[config.mk]
export PLATFORM = sky130hd
export DESIGN_NAME = result_byte_reader
export DESIGN_NICKNAME = d
export VERILOG_FILES = /design/src/rtl/result_byte_reader.sv
export SDC_FILE = /design/constraint.sdc
export NUM_CORES = 1
export LEC_CHECK = 0
export ABC_AREA = 1
export BUFFER_PORTS_ARGS = -buffer_cell sky130_fd_sc_hd__clkbuf_2
export CAP_MARGIN = 20
export CELL_PAD_IN_SITES_DETAIL_PLACEMENT = 1
export CELL_PAD_IN_SITES_GLOBAL_PLACEMENT = 1
export CORE_MARGIN = 2
export CORE_UTILIZATION = 38
export DETAILED_ROUTE_END_ITERATION = 10
export HOLD_SLACK_MARGIN = 0.02
export PLACE_DENSITY = 0.91
export SYNTH_ARGS = -nofsm -noshare
export SYNTH_HDL_FRONTEND = slang
export SYNTH_SLANG_ARGS = --single-unit
[constraint.sdc]
create_clock -name clk -period 3.5 [get_ports clk]
set_input_delay 0.7 -clock clk [delete_from_list [all_inputs] [get_ports clk]]
set_output_delay 0.7 -clock clk [all_outputs]
set_load 0.05 [all_outputs]
[src/rtl/result_byte_reader.sv]
// result_byte_reader: captures one product word and drains it as DATA_W-bit beats on a valid/ready stream.
// Define RESULT_BYTE_READER_PARITY_EN to add the out_parity port (even parity over the current beat).
module result_byte_reader #(
  parameter int DATA_W    = 8,
  parameter int NUM_BYTES = 2,
  parameter int MSB_FIRST = 0
) (
  input  logic                        clk,
  input  logic                        reset,
  input  logic                        in_valid,
  output logic                        in_ready,
  input  logic [DATA_W*NUM_BYTES-1:0] in_data,
  output logic                        out_valid,
  input  logic                        out_ready,
  output logic [DATA_W-1:0]           out_data,
  output logic                        out_last,
  output logic                        busy,
  output logic [7:0]                  word_cnt
`ifdef RESULT_BYTE_READER_PARITY_EN
  ,
  output logic                        out_parity
`endif
);
  localparam int IW = $clog2(NUM_BYTES);
  typedef enum logic {IDLE, SEND} state_t;
  state_t                      state_q, state_d;
  logic [IW-1:0]               idx_q, idx_d, sel;
  logic [DATA_W*NUM_BYTES-1:0] shadow_q, shadow_d;
  logic [7:0]                  cnt_q, cnt_d;
  logic                        accept, load;
  always_ff @(posedge clk or posedge reset) begin
    if (reset) begin
      state_q  <= IDLE;
      idx_q    <= '0;
      shadow_q <= '0;
      cnt_q    <= '0;
    end else begin
      state_q  <= state_d;
      idx_q    <= idx_d;
      shadow_q <= shadow_d;
      cnt_q    <= cnt_d;
    end
  end
  // A new word may load in the same cycle the last beat of the held word is taken.
  always_comb begin
    sel       = MSB_FIRST != 0 ? IW'(NUM_BYTES - 1) - idx_q : idx_q;
    busy      = state_q == SEND;
    out_valid = busy;
    out_last  = busy && idx_q == IW'(NUM_BYTES - 1);
    out_data  = busy ? shadow_q[sel*DATA_W +: DATA_W] : '0;
    in_ready  = !busy || (out_last && out_ready);
    accept    = out_valid && out_ready;
    load      = in_valid && in_ready;
    state_d   = load ? SEND : (accept && out_last) ? IDLE : state_q;
    idx_d     = load ? '0 : (accept && !out_last) ? idx_q + 1'b1 : idx_q;
    shadow_d  = load ? in_data : shadow_q;
    cnt_d     = cnt_q + 8'(accept && out_last);
  end
  assign word_cnt = cnt_q;
`ifdef RESULT_BYTE_READER_PARITY_EN
  assign out_parity = ^out_data;
`endif
endmodule
==> impl_results.md, run 1 <==
- Status: completed
- Share of final-layout standard cells stronger than drive strength 1: 24.86%
- Post-route cell area: 1441 sq um
- Max Clock Skew: 0.007626 ns
- Quantity of gates resized following cts: 0
- Largest stage delay on the critical path: 0.64 ns
- Number of clock buffers inserted by TritonCTS: 3
- Timing-limited maximum frequency: 399.4 MHz
- Pin count of the biggest net entering global routing: 27
- Clock transition at path regs: 0.13 ns
- Path type of the worst setup path: flop to output port
- Standard cell area after detailed placement: 1419 sq um
- Final net count: 205
- Count of TritonRoute iterations in the first routing pass: 2
- Pins over their slew limit: 0
- WP data arrival: 1.80 ns
- Number of global-route vias before repair: 1200
- Total I/O pin count: 40
- Peak supply drop: 533.8 uV
- Time the final worst path needs with I/O delays and setup: 2.504 ns
- Accumulated negative setup slack: 0 ns
- Half-perimeter wire length after detailed placement: 2.303 mm
- Multi-input gate area: 488.0 sq um
- Final cycle utilization of the critical path: 71.53%
- Weighted congestion at the end of routability-driven global placement: 0.7561
- Post-synthesis instance area: 1212 sq um
- DR vias: 1097
- Ordered cell list for the critical path: nand3_2, nand2_2, clkbuf_2
- Critical path peak fanout: 19
- Post-DRT Antenna Nets: 0
- Buffer cell driving the clock tree root: clkbuf_4
- Number of max-cap violations: 0
- Count of distinct cell types in the synthesized netlist: 18
- Mean area per synthesized cell: 8.304 sq um
- FF+latch count, synth: 26
- Critical-path top delay cell: dfrtp_1
- Area growth from synthesis to layout: 18.89%
- Synth warn: 0
- Unrepaired setup endpoints after global routing: no
- Area of the core region: 3053 sq um
- TritonCTS Sinks: 26
- Worst setup slack after placement: 1.238 ns
- Element type at the critical path start: flop
- Worst Max-Slew Pin Slew: 0.9728 ns
- Area of the die: 3658 sq um
- Iteration-0 DRC Markers: 60
- Detail-routed net length per standard cell: 13.71 microns
- Sequential fraction of the synthesis area: 53.66%
- Residual DRC: 0
- Hold Violations, Final: 0
- Fillcell total: 409
- CP required: 2.80 ns
- Critical path's top delay family: flip-flops
- Starting density of the core: 39.71%
- Clk_lat worst skew: 0.33 ns
- Setup Fix Bufs, Post-CTS: 0
- Total global routing track utilization: 19.87%
- GR Overflow Total: 0
- Number of antenna repair diodes: 0
- Ratio of routed vias to standard cells: 4.876
- Height of the chip: 60.49 microns
- Hold bufs inserted after CTS: 0
- Die boundary width: 60.49 microns
- Buffering stage count on the worst path with inverters included: 1
- Maximum root-to-sink buffer count: 2
- Global-route wire length before repair: 5.347 mm
- Post-Route WL: 3.084 mm
- Leading cell type in the layout, fill and taps excluded: nand2_1
- Gate Count Post-Synth: 146
- Most frequent cells in the layout: nand2_1 (46), clkbuf_2 (39), dfrtp_1 (26)
- Antenna violations before repair: 0
- Leakage dissipation: 0.8157 nW
- Mapped Nets: 168
- Maximum level of the CTS H-tree: 1
- TritonCTS clock tree: built
- Worst min path class: flop to flop
- Final critical-path setup slack: 0.9964 ns
- Kind of capture point of the worst setup path: output port
- Remaining max-slew budget at the tightest pin: 35.07%
- Number of port buffers: 39
- Storage element area: 650.6 sq um
- Rows: 20
- # setup viols final: 0
- Pwr per Cell Area: 1096 nW/um^2
[cells in the mapped netlist]
| cell | count | share of area (%) |
|---|---|---|
| nand4_1 | 2 | 1.0 |
| dfrtp_1 | 26 | 54 |
| buf_4 | 2 | 1.2 |
| clkbuf_1 | 2 | 0.62 |
| nand2_1 | 46 | 14 |
| buf_2 | 2 | 0.83 |
| nand3b_1 | 1 | 0.62 |
| nand3_1 | 19 | 7.8 |
| o21ai_0 | 10 | 4.1 |
| buf_6 | 1 | 0.93 |
| ha_1 | 2 | 2.1 |
| xor2_1 | 3 | 2.2 |
| nor2_1 | 19 | 5.9 |
| nand2_2 | 1 | 0.52 |
| inv_1 | 7 | 2.2 |
| clkinv_1 | 1 | 0.31 |
| nand3_2 | 1 | 0.83 |
| nand2_4 | 1 | 0.93 |
[state kept, by name, indices dropped and copies added (netlist names)]
signal / cells
busy: 1
idx_q: 1
shadow_q: 16
word_cnt: 8
[power breakdown]
group          internal, mW  total, mW  switching (mW)
logic                 0.198      0.898           0.700
clock network        0.0405      0.131          0.0905
registers             0.426      0.551           0.124
[through the flow]
stage          power [mW]  cells  hold WS (ns)  util, %
3_5_place_dp        1.469    222        0.4590    46.48
6_report            1.580    225        0.4881    47.21
2_1_floorplan       1.255    146        0.4366        -
3_3_place_gp        1.425    222        0.4490    46.48
4_1_cts             1.599    225        0.4927    47.21
5_1_grt             1.690    225        0.5227    47.21
[worst min-delay path, delay by kind of cell, from the launching register on]
kind / cells / cell delay (ns)
AND/OR/NAND/NOR: 2 / 0.10
flip-flops: 1 / 0.37
[final cells by class]
class,instances,share of cell area (%)
clock buffer,3,1.563
inverter,8,2.083
multi-input combinational,105,33.85
sequential,26,45.14
tap,44,3.819
timing repair buffer,39,13.54
[path summary, 6_finish.rpt]
path | startpoint | to | slack (ns) | cells after the start
setup / recovery | busy | in_ready | 1.0 | 3
hold / removal | shadow_q[1] | shadow_q[1] | 0.49 | 2
setup reg to reg | busy | word_cnt[6] | 1.74 | 7
hold reg to reg | shadow_q[1] | shadow_q[1] | 0.49 | 2
max in group asynchronous | reset | shadow_q[0] | 2.36 | 2
min in group asynchronous | reset | word_cnt[5] | 0.55 | 2
[layer usage]
| layer | part of all wire [%] | wire (microns) | up-vias | track usage [%] |
|---|---|---|---|---|
| met2 | 55 | 1711 | 26 | 37.27 |
| met5 | 0 | 0 | - | 0 |
| li1 | - | - | 538 | - |
| met4 | 1.0 | 31 | 0 | 7.453 |
| met3 | 3.5 | 107 | 4 | 1.919 |
| met1 | 40 | 1234 | 529 | 23.43 |
[kinds of logic after synthesis]
family | after synthesis | synth area share [%]
flops | 26 | 53.66
compound gates | 10 | 4.128
buf+inv | 15 | 6.089
fa+ha+maj | 2 | 2.064
simple gates | 90 | 31.89
xor+xnor | 3 | 2.168
Power figures use the tool's default switching activity.
==> run 2: changes to the inputs <==
CORE_UTILIZATION = 32   (was 38)
PLACE_DENSITY = 0.82   (was 0.91)
clock period = 2.3 ns   (was 3.5 ns; I/O delays follow)
==> run 2 against run 1 <==
Non-clock buffer count grew 2. Hold slack worse by 0.28 ns. Largest power group unchanged. Total power is 59% higher. Final area up 3.6%. Largest cell class unchanged.
==> impl_results.md, run 2 (synthesis results as in run 1) <==
- Remaining max-slew budget at the tightest pin: 71.92% (+37 points)
- Setup Fix Bufs, Post-CTS: 0 (unchanged)
- Most frequent cells in the layout: nand2_1 (46), clkbuf_2 (39), dfrtp_1 (26)
- Maximum level of the CTS H-tree: 1 (unchanged)
- Hold bufs inserted after CTS: 0 (unchanged)
- Length in cells of the worst reg-to-reg path: 7 (unchanged)
- Height of the chip: 65.56 microns (+8.4%)
- WP data arrival: 1.62 ns (-0.18 ns)
- Share of final-layout standard cells stronger than drive strength 1: 26.09% (+1.2 points)
- Post-Route WL: 2.971 mm (-3.7%)
- GR Overflow Total: 0 (unchanged)
- TritonCTS Sinks: 26 (unchanged)
- Worst hold-check slack: 0.2100 ns (-0.2781 ns)
- Area growth from synthesis to layout: 23.22%
- Time the final worst path needs with I/O delays and setup: 2.083 ns
- Global-route wire length before repair: 5.244 mm (-1.9%)
- Antenna violations before repair: 0 (unchanged)
- Final net count: 207 (+0.98%)
- Flip-flop count of the largest register, all copies and words added: 16 (unchanged)
- Worst Max-Slew Pin Slew: 0.4213 ns (-0.5515 ns)
- Clock transition at path regs: 0.09 ns (-0.04 ns)
- CP required: 1.84 ns (-0.96 ns)
- Total global routing track utilization: 15.93% (-3.9 points)
- Ratio of routed vias to standard cells: 4.586 (-5.9%)
- Maximum root-to-sink buffer count: 2 (unchanged)
- Power consumption: 2.519 mW (+59%)
- Critical path peak fanout: 12 (-7)
- Post-DRT Antenna Nets: 0 (unchanged)
- Worst min path class: primary input to asynchronous set/reset pin
- Residual DRC: 0 (unchanged)
- Peak supply drop: 882.0 uV (+65%)
- Half-perimeter wire length after detailed placement: 2.240 mm (-2.7%)
- Standard cell area after detailed placement: 1439 sq um (+1.4%)
- Pwr per Cell Area: 1686 nW/um^2 (+54%)
- Final critical-path setup slack: 0.2174 ns (-0.7790 ns)
- Element type at the critical path start: flop
- # setup viols final: 0 (unchanged)
- Path type of the worst setup path: flop to output port
- Weighted congestion at the end of routability-driven global placement: 0.7416 (-1.9%)
- Number of port buffers: 39 (unchanged)
- Hold Violations, Final: 0 (unchanged)
- Number of instances in the placed design: 228 (+2.7%)
- Leading cell type in the layout, fill and taps excluded: nand2_1
- Number of antenna repair diodes: 0 (unchanged)
- Buffer cell driving the clock tree root: clkbuf_8
- Leakage dissipation: 0.8404 nW (+3.0%)
- Post-route cell area: 1494 sq um (+3.6%)
- Count of TritonRoute iterations in the first routing pass: 3 (+1)
- Max Clock Skew: 0.006633 ns (-0.0009926 ns)
- DR vias: 1064 (-3.0%)
- Kind of capture point of the worst setup path: output port
- Number of standard cells in the layout, taps in and fillers out: 232 (+3.1%)
- TritonCTS clock tree: built
- Number of global-route vias before repair: 1152 (-4.0%)
- Timing-limited maximum frequency: 480.2 MHz
- Finished Core Util: 40.81% (-6.4 points)
- Number of max-cap violations: 0 (unchanged)
- Iteration-0 DRC Markers: 38 (-37%)
- Status: completed
- Pins over their slew limit: 0 (unchanged)
- Detail-routed net length per standard cell: 12.81 microns (-6.6%)
- Accumulated negative setup slack: 0 ns (unchanged)
- Final cycle utilization of the critical path: 90.55%
- Die boundary width: 65.56 microns (+8.4%)
- Starting density of the core: 33.12% (-6.6 points)
- Worst setup slack after placement: 0.5029 ns (-0.7351 ns)
- Unrepaired setup endpoints after global routing: no
- Number of clock buffers inserted by TritonCTS: 3 (unchanged)
- Quantity of gates resized following cts: 0 (unchanged)
- Largest reg by FF count: shadow_q
- Total I/O pin count: 40 (unchanged)
- Area of the core region: 3661 sq um (+20%)
- Rows: 22 (+10%)
- Area of the die: 4297 sq um (+17%)
- Clk_lat worst skew: 0.27 ns (-0.06 ns)
- Pin count of the biggest net entering global routing: 27 (unchanged)
-- run 2: cell count changes in the layout (fill, tap and decap cells not counted), sizes merged --
cell / previous run / this run
clkbuf: 42 / 43
buf: 0 / 2
-- run 2: critical path: stages, from the launching register on --
cell,delay (ns)
dfrtp_1,0.55
clkinv_1,0.32
nor2_1,0.17
nor2_1,0.08
clkbuf_2,0.24
-- run 2: worst paths after layout --
| check | start | to | slack, ns |
|---|---|---|---|
| max in group asynchronous | reset | shadow_q[4] | 1.83 |
| max | idx_q | out_data[3] | 0.22 |
| min reg2reg | shadow_q[4] | shadow_q[4] | 0.47 |
| min | reset | word_cnt[6] | 0.21 |
| min in group clk | in_data[15] | shadow_q[15] | 0.41 |
| max reg2reg | busy | word_cnt[6] | 0.60 |
-- run 2: routing by layer --
layer	vias to the layer above	global-route usage (%)	wire length [microns]
met5	-	0	0
met4	0	4.688	27
met3	4	2.740	119
met2	31	27.42	1381
met1	490	20.43	1443
li1	539	-	-
-- run 2: report_power, final --
part           leakage, nW  internal (mW)  total [mW]  switching, mW
clock               0.0288          0.153       0.294          0.141
sequential           0.320          0.651       0.840          0.189
combinational        0.492          0.316        1.39           1.07
total                0.840           1.12        2.52           1.40
-- run 2: layout make-up --
type / count / area, sq um
timing repair buffer: 41 / 210.2
inverter: 8 / 30.03
fill: 478 / 2167
tap: 48 / 60.06
multi-input combinational: 105 / 488.0
clock buffer: 4 / 55.05
sequential: 26 / 650.6
==> run 3: changes to the inputs <==
ABC_AREA = not set   (was 1)
CORE_UTILIZATION = 35   (was 32)
GPL_ROUTABILITY_DRIVEN = 0   (was not set)
==> run 3 against run 2 <==
Via count decreased by 25%. Sequential power increased by 0.6%. Routed wire length decreased by 18%. Critical endpoint is now out_data[4]. Largest cell class unchanged. Highest routed layer is now met3.
==> impl_results.md, run 3 <==
- Worst hold-check slack: 0.1367 ns (-0.07324 ns)
- Number of max-cap violations: 0 (unchanged)
- Post-Route WL: 2.428 mm (-18%)
- Pin count of the biggest net entering global routing: 27 (unchanged)
- Status: completed
- Comb pwr share: 52.1% (-2.9 points)
- Leading cell type in the layout, fill and taps excluded: clkbuf_2
- Ordered cell list for the critical path: mux2i_1, nor2b_1, clkbuf_2
- Async set-reset flop share out of synthesis: 100.0% (unchanged)
- Pwr per Cell Area: 1615 nW/um^2 (-4.2%)
- Clk_lat worst skew: 0.32 ns (+0.05 ns)
- Fillcell total: 370 (-23%)
- Unrepaired setup endpoints after global routing: no
- # setup viols final: 0 (unchanged)
- Accumulated negative setup slack: 0 ns (unchanged)
- Largest stage delay on the critical path: 0.61 ns (+0.06 ns)
- Residual DRC: 0 (unchanged)
- Portion of total power attributed to the clock network: 12.9% (+1.2 points)
- Switching power: 1.152 mW (-18%)
- TritonCTS clock tree: built
- Internal portion of total power: 1.263 mW (+13%)
- Clock transition at path regs: 0.15 ns (+0.06 ns)
- Height of the chip: 62.77 microns (-4.3%)
- Rows: 21 (-4.5%)
- Dominant cell by count in the synthesized netlist: dfrtp_1
- Detail-routed net length per standard cell: 13.95 microns (+9.0%)
- FF+latch count, synth: 26 (unchanged)
- Main area contributors after synthesis: dfrtp_1 (54%), mux2_4 (12%), mux2i_1 (6.6%)
- Ratio of routed vias to standard cells: 4.575 (-0.25%)
- Mapped Nets: 110 (-35%)
- Timing-limited maximum frequency: 504.7 MHz (+5.1%)
- Count of flip-flops with a built-in enable after synthesis: 0 (unchanged)
- Sw Ratio: 47.70% (-7.8 points)
- TritonCTS Sinks: 26 (unchanged)
- Maximum root-to-sink buffer count: 2 (unchanged)
- Antenna violations before repair: 0 (unchanged)
- Number of port buffers: 39 (unchanged)
- Flop-to-flop setup slack: 0.59 ns (about the same)
- Element type at the critical path start: flop
- Peak supply drop: 747.2 uV (-15%)
- Remaining max-slew budget at the tightest pin: 72.58% (+0.66 points)
- Maximum level of the CTS H-tree: 1 (unchanged)
- Pins over their slew limit: 0 (unchanged)
- Mean area per synthesized cell: 13.73 sq um (+65%)
- Hold Violations, Final: 0 (unchanged)
- Top cell type's share of synthesized area: 53.83% (+0.17 points)
- Final cycle utilization of the critical path: 86.15% (-4.4 points)
- Number of antenna repair diodes: 0 (unchanged)
- Worst Max-Slew Pin Slew: 0.4113 ns (-0.009964 ns)
- Count of TritonRoute iterations in the first routing pass: 2 (-1)
- Synth warn: 0 (unchanged)
- CP required: 1.84 ns (about the same)
- Die boundary width: 62.77 microns (-4.3%)
- Gate Count Post-Synth: 88 (-40%)
- Half-perimeter wire length after detailed placement: 1.804 mm (-19%)
- Post-synthesis instance area: 1209 sq um (-0.31%)
- WP data arrival: 1.52 ns (-0.10 ns)
- Critical path's top delay family: flip-flops
- DR vias: 796 (-25%)
- GR Overflow Total: 0 (unchanged)
- Largest reg by FF count: shadow_q
- Post-DRT Antenna Nets: 0 (unchanged)
- Total I/O pin count: 40 (unchanged)
- Time the final worst path needs with I/O delays and setup: 1.981 ns (-0.1012 ns)
- Sequential fraction of the synthesis area: 53.83% (+0.17 points)
- Sequential Power Share: 35.0% (+1.7 points)
- Leakage dissipation: 0.7942 nW (-5.5%)
- Most frequent cells in the layout: clkbuf_2 (39), dfrtp_1 (25), mux2_4 (10)
- Critical path peak fanout: 13 (+1)
- Area growth from synthesis to layout: 23.71%
- Worst min path class: primary input to asynchronous set/reset pin
- Max Clock Skew: 0.01119 ns (+0.004556 ns)
- Area of the core region: 3337 sq um (-8.9%)
- Worst r2r src: busy
- Launching element of the worst setup path: idx_q
- Final net count: 151 (-27%)
- Predominant post-synthesis flop cell: dfrtp_1
- Buffering stage count on the worst path with inverters included: 1 (-1)
- Buffer cell driving the clock tree root: clkbuf_4
- Iteration-0 DRC Markers: 3 (-92%)
- Number of clock buffers inserted by TritonCTS: 3 (unchanged)
- Count of distinct cell types in the synthesized netlist: 23 (+5)
- Share of final-layout standard cells stronger than drive strength 1: 49.22% (+23 points)
- Top cell type by total area after synthesis: dfrtp_1
- Global-route wire length before repair: 4.091 mm (-22%)
- Total global routing track utilization: 13.36% (-2.6 points)
- Area of the die: 3939 sq um (-8.3%)
- Flip-flop count of the largest register, all copies and words added: 16 (unchanged)
- Number of global-route vias before repair: 888 (-23%)
- Starting density of the core: 36.22% (+3.1 points)
- Critical-path top delay cell: dfrtp_2
- Kind of capture point of the worst setup path: output port
- Path type of the worst setup path: flop to output port
- List of most frequent post-synthesis cells: dfrtp_1 (26), mux2_4 (10), mux2i_1 (8), nor2b_1 (8), mux2_2 (6)
run 3: cell count changes after synthesis, moves of 6 or more:
cell	delta
nand3_1	-17
nor2_1	-17
o21ai_0	-9
mux2_4	+10
nand2_1	-42
mux2i_1	+8
nor2b_1	+8
mux2_2	+6
run 3: repair_timing:
action,4_1_cts,5_1_grt
buffers inserted,0,0
resized for setup,0,1
setup endpoints to repair,0,3
hold buffers,0,0
run 3: stage by stage:
step	cell area, sq um	utilization, %	std cells	power [mW]	worst slack [ns]
after global placement	1441	43.19	170	2.073	0.5487
after global routing	1495	44.81	174	2.546	0.2110
after detailed placement	1441	43.19	170	2.122	0.4314
final	1495	44.81	174	2.415	0.3186
after floorplan	1209	-	88	1.843	0.1930
after CTS	1494	44.77	174	2.442	0.08899
run 3: cells by family (layout without fill, tap and decap cells):
| family | after synthesis | count (layout) | synth area share (%) |
|---|---|---|---|
| muxes | 24 | 24 | 24.64 |
| AOI/OAI and AO/OA | 2 | 2 | 1.760 |
| adders and majority gates | 2 | 2 | 2.070 |
| and+or+nand+nor | 21 | 21 | 9.731 |
| DFF | 26 | 26 | 53.83 |
| buffers and inverters | 6 | 46 | 2.898 |
| xor gates and xnor gates | 7 | 7 | 5.073 |
run 3: path summary, 6_finish.rpt:
path | end | depth (start not counted)
worst max-delay path | out_data[4] | 3
worst min-delay path | shadow_q[7] | 3
worst max register to register | word_cnt[6] | 6
worst min register to register | word_cnt[7] | 1
max in group asynchronous | idx_q | 3
min in group clk | shadow_q[9] | 2
run 3: layer usage:
| layer | GRT usage, % | share of wire [%] | vias up |
|---|---|---|---|
| met5 | 0 | 0 | - |
| met4 | 0.8333 | 0 | 0 |
| met2 | 24.19 | 51 | 30 |
| li1 | - | - | 374 |
| met1 | 15.92 | 43 | 392 |
| met3 | 4.685 | 6.2 | 0 |
run 3: area by class of cell:
cell class,count,area (sq um),share of cell area (%)
Inverter,2,7.507,0.5021
Clock buffer,3,22.52,1.506
Multi-Input combinational cell,56,523.0,34.98
Tap cell,46,57.56,3.849
Sequential cell,26,651.9,43.60
Timing Repair Buffer,40,202.7,13.56
Clock inverter,1,30.03,2.008
run 3: power groups by stage:
stage               logic (mW)  registers (mW)  clock network (mW)
detailed placement        1.27           0.853                   0
finish                    1.26           0.845               0.312
floorplan                0.911           0.933                   0
global route              1.32           0.877               0.345
CTS                       1.28           0.843               0.323
global placement          1.24           0.835                   0
run 3: worst reg2reg max path, delay by kind of cell, from the launching register on:
family	cells	cell delay, ns
fa+ha+maj	2	0.36
flops	1	0.62
xor+xnor	1	0.18
simple gates	3	0.49
